$ cat src/rtl/fault_list_builder.sv
// Scans the BIST pass map row-major and compacts faulty PE coordinates
// into NUM_RU recompute-unit slots, handed off via valid/ack.
module fault_list_builder #(
  parameter int ROWS   = 4,
  parameter int COLS   = 4,
  parameter int NUM_RU = 4
) (
  input  logic                     clk,
  input  logic                     rst,
  input  logic                     bist_done,
  input  logic [ROWS*COLS-1:0]     stw_result,
  input  logic                     list_ack,
  output logic                     busy,
  output logic                     list_valid,
  output logic [NUM_RU*((ROWS>1)?$clog2(ROWS):1)-1:0] fault_row,
  output logic [NUM_RU*((COLS>1)?$clog2(COLS):1)-1:0] fault_col,
  output logic [NUM_RU-1:0]        slot_valid,
  output logic [$clog2(NUM_RU+1)-1:0] fault_count,
  output logic [$clog2(ROWS*COLS+1)-1:0] total_faults,
  output logic                     unrepairable
);

  localparam int RW = (ROWS > 1) ? $clog2(ROWS) : 1;
  localparam int CW = (COLS > 1) ? $clog2(COLS) : 1;
  localparam int NW = $clog2(NUM_RU + 1);
  localparam int TW = $clog2(ROWS * COLS + 1);
  localparam int N  = ROWS * COLS;
  localparam int IW = (N > 1) ? $clog2(N) : 1;

  typedef enum logic [1:0] {
    IDLE,
    SCAN,
    DONE
  } state_t;

  state_t               state_q;
  logic [N-1:0]         snap_q;
  logic [IW-1:0]        idx_q;
  logic                 busy_q;
  logic                 list_valid_q;
  logic [NUM_RU*RW-1:0] fault_row_q;
  logic [NUM_RU*CW-1:0] fault_col_q;
  logic [NUM_RU-1:0]    slot_valid_q;
  logic [NW-1:0]        fault_count_q;
  logic [TW-1:0]        total_faults_q;
  logic                 unrepairable_q;

  logic [RW-1:0]        row_d;
  logic [CW-1:0]        col_d;
  logic                 hit_d;
  logic                 last_d;

  always_comb begin
    row_d  = RW'(32'(idx_q) / COLS);
    col_d  = CW'(32'(idx_q) % COLS);
    hit_d  = ~snap_q[idx_q];
    last_d = (idx_q == IW'(N - 1));
  end

  always_ff @(posedge clk or posedge rst) begin
    if (rst) begin
      state_q        <= IDLE;
      snap_q         <= '1;
      idx_q          <= '0;
      busy_q         <= 1'b0;
      list_valid_q   <= 1'b0;
      fault_row_q    <= '0;
      fault_col_q    <= '0;
      slot_valid_q   <= '0;
      fault_count_q  <= '0;
      total_faults_q <= '0;
      unrepairable_q <= 1'b0;
    end else begin
      unique case (state_q)
        IDLE: begin
          if (bist_done) begin
            snap_q         <= stw_result;
            idx_q          <= '0;
            fault_row_q    <= '0;
            fault_col_q    <= '0;
            slot_valid_q   <= '0;
            fault_count_q  <= '0;
            total_faults_q <= '0;
            unrepairable_q <= 1'b0;
            busy_q         <= 1'b1;
            state_q        <= SCAN;
          end
        end
        SCAN: begin
          if (hit_d) begin
            total_faults_q <= total_faults_q + TW'(1);
            if (fault_count_q < NW'(NUM_RU)) begin
              for (int k = 0; k < NUM_RU; k++) begin
                if (fault_count_q == NW'(k)) begin
                  fault_row_q[k*RW +: RW] <= row_d;
                  fault_col_q[k*CW +: CW] <= col_d;
                  slot_valid_q[k]         <= 1'b1;
                end
              end
              fault_count_q <= fault_count_q + NW'(1);
            end else begin
              unrepairable_q <= 1'b1;
            end
          end
          idx_q <= idx_q + IW'(1);
          // Fixed-length scan: completion depends only on the index
          if (last_d) begin
            busy_q       <= 1'b0;
            list_valid_q <= 1'b1;
            state_q      <= DONE;
          end
        end
        DONE: begin
          if (list_ack) begin
            list_valid_q <= 1'b0;
            state_q      <= IDLE;
          end
        end
        default: state_q <= IDLE;
      endcase
    end
  end

  assign busy         = busy_q;
  assign list_valid   = list_valid_q;
  assign fault_row    = fault_row_q;
  assign fault_col    = fault_col_q;
  assign slot_valid   = slot_valid_q;
  assign fault_count  = fault_count_q;
  assign total_faults = total_faults_q;
  assign unrepairable = unrepairable_q;

endmodule

$ cat config.mk
export PLATFORM = sky130hd
export DESIGN_NAME = fault_list_builder
export DESIGN_NICKNAME = d
export VERILOG_FILES = /design/src/rtl/fault_list_builder.sv
export SDC_FILE = /design/constraint.sdc
export NUM_CORES = 1
export LEC_CHECK = 0
export ABC_CLOCK_PERIOD_IN_PS = 3200
export CORE_MARGIN = 2
export CORE_UTILIZATION = 51
export CTS_CLUSTER_SIZE = 20
export DETAILED_ROUTE_END_ITERATION = 7
export PLACE_DENSITY = 0.85
export REMOVE_ABC_BUFFERS = 1
export SLEW_MARGIN = 20
export SYNTH_ARGS = -nofsm -noshare
export SYNTH_HDL_FRONTEND = slang
export SYNTH_SLANG_ARGS = --single-unit
$ cat constraint.sdc
create_clock -name clk -period 3.2 [get_ports clk]
set_input_delay 0.64 -clock clk [delete_from_list [all_inputs] [get_ports clk]]
set_output_delay 0.64 -clock clk [all_outputs]
set_load 0.02 [all_outputs]
==> results.toml <==
[synth]
ys_types = 29
seq_area_frac_synth = 0.529
synthesis.area_um2 = 2540
synthFlopType = "dfrtp_1"
ys_seq_elements = 53
synth_top_area_share = 0.364
synth_edf_count = 0
synthArstFlopShare = 1.00
yosysWarnings = 0
synthTopCellsByArea = "dfrtp_1 36%, dfstp_2 17%, nand2_1 10%, mux2i_1 8.3%, mux4_2 3.5%"
syn_area_per_cell_um2 = 10.1
synth_cells = 252
synth_top_area_cell = "dfrtp_1"

[setup_path]
crit_buf_inv = 0
slowest_delay_ps = 570
r2r-end = "fault_col[0]"
cpMaxStageDelayCell = "dfrtp_1"
reg2regPathDepth = 5
cp_top_family = "multiplexers"
arrival_ps = 2780
startpoint_type = "register"
worstSetupStartpoint = "idx_q[1]"
end_kind = "register"
cp_cell_sequence = "mux4_2 > mux2_2 > a221oi_2 > nand3_1 > mux2i_1"
path_max_fanout = 9
worstSetupPathType = "reg2reg"
r2r_slack_ps = 610
cp.required_ps = 3380
cp_num_cells = 5
r2r-start = "idx_q[1]"
cp-endpoint = "fault_col[0]"

[placement]
dp_hpwl_um = 3610
port_buffers = 50
dp_cells = 359
gp_congestion = 0.816

[clock_network]
cts_buffers = 5
clock-sinks = 53
postCtsSetupBuffers = 0
clk_latency_ps = 300
cts_tree = "built"
clock_path_buffers = 2
path_clk_slew_ps = 90
ctsHoldBuffers = 0
htree_levels = 2
cts_resized = 0
cts_root_buffer = "clkbuf_8"

[finish]
layout.nets = 326
stdcell_count = 367
drive_gt1_frac = 0.110
antenna_cells = 0
area_growth_pct = 24.6

[timing]
worst_slew_margin_rel = 0.417
tightest_slew_ps = 868
rsz0062_at_grt = "false"
finalSetupViolCount = 0
fin_worst_skew_ps = 5.72
hold_violations = 0
min_period_ps = 2590
slew_violations = 0
tns_ps = 0
fmax_mhz = 386
finalCritPeriodShare = 0.810
hold_ws_ps = 461

[detailed_routing]
ant_nets = 0
vias = 1952
drt_iter0_drc = 150
drc = 0
drt_wl_total_um = 5070
dr.pass1.iters = 4
viasPerCell = 5.32
wl_per_cell_um = 13.8

[global_route]
antenna_found_initial = 0
grt_max_degree = 40
grt_pass1_wl_um = 8660
overflow = 0
grt_pass1_vias = 1853
track_usage = 0.204

[flow_run]
maxCapViolations = 0

[outcome]
outcome = "finished clean"

[pwr]
peakVddDrop_mv = 0.485
p_per_area_nw_per_um2 = 1010
p_leak_nw = 1.48

[floorplan]
num_rows = 25
ios = 51
die_area_um2 = 5570
die_x_um = 74.6
start_util = 0.535
die_h_um = 74.6
core_um2 = 4750

[hold_path]
holdPathStages = 2
min_path_type = "reg2reg"
[layout by cell type, fill, tap and decap left out, types with 4 or more instances in the layout]
| master | instances |
|---|---|
| a21oi_1 | 6 |
| a32o_1 | 4 |
| clkbuf_8 | 5 |
| clkdlybuf4s50_1 | 50 |
| dfrtp_1 | 37 |
| dfstp_2 | 16 |
| ha_1 | 7 |
| inv_1 | 15 |
| mux2i_1 | 21 |
| mux4_2 | 4 |
| nand2_1 | 70 |
| nand3_1 | 12 |
| nor2_1 | 12 |
| o21ai_0 | 9 |
| or4_1 | 6 |
[worst min-delay path, stage by stage, from the launching register on]
cell and delay (ps):
dfstp_2 380, nand2_1 50, nand2_1 40
[final cells by class]
cell class	instances	area (um2)
clock buffers	6	72.6
fillers	404	1590
multi-input cells	170	1070
inverters	16	60.1
flip-flops and latches	53	1350
well taps	67	83.8
clock inverters	2	10.0
repair buffers	53	523
[flip-flops by register name (all words and copies together) (netlist names)]
name	flops
busy	1
fault_col	8
fault_count	3
fault_row	8
idx_q	4
list_valid	1
slot_valid	4
snap_q	16
state_q	2
total_faults	5
unrepairable	1
[synth_stat cells, drive strengths merged (2+ instances only)]
library cell / count
nand3: 12
o211ai: 2
dfstp: 16
mux4: 4
mux2i: 21
a22o: 3
or4: 6
inv: 16
ha: 7
nand2: 70
a21oi: 6
o21ai: 10
a2bb2oi: 2
dfrtp: 37
buf: 2
clkbuf: 11
nor2: 12
a32o: 4
[worst min path at each step]
stage	from	end
2_1_floorplan	snap_q[12]	snap_q[12]
3_3_place_gp	snap_q[1]	snap_q[1]
3_5_place_dp	snap_q[4]	snap_q[4]
4_1_cts	snap_q[4]	snap_q[4]
5_1_grt	snap_q[1]	snap_q[1]
6_report	snap_q[6]	snap_q[6]
[per-layer routing]
metal,part of all wire,GRT usage
met5,0,0
met4,0.0083,0.0476
met3,0.046,0.0482
met2,0.51,0.353
met1,0.44,0.262
[where the power goes]
group / internal, mW / switching (mW)
clock network: 0.152 / 0.211
logic: 0.720 / 0.808
registers: 1.03 / 0.277
total: 1.90 / 1.30
[logic make-up (layout without fill, tap and decap cells)]
kind of cell               after synthesis  in the layout  synth area share
buffers and inverters                   29             77            0.0487
DFF                                     53             53             0.529
muxes                                   26             26             0.122
adders and majority gates                7              7            0.0344
and+or+nand+nor                        104            104             0.173
AOI/OAI and AO/OA                       33             33            0.0920
[stage by stage]
stage          instance area (um2)  total power, mW  worst slack (ps)   util
6_report                      3170             3.20               607  0.667
5_1_grt                       3170             3.44               446  0.667
4_1_cts                       3170             3.22               614  0.667
3_5_place_dp                  3090             2.85               633  0.649
3_3_place_gp                  3090             2.78               564  0.649
2_1_floorplan                 2480             2.26               859      -
No activity file was read; power rests on OpenSTA's default activity.
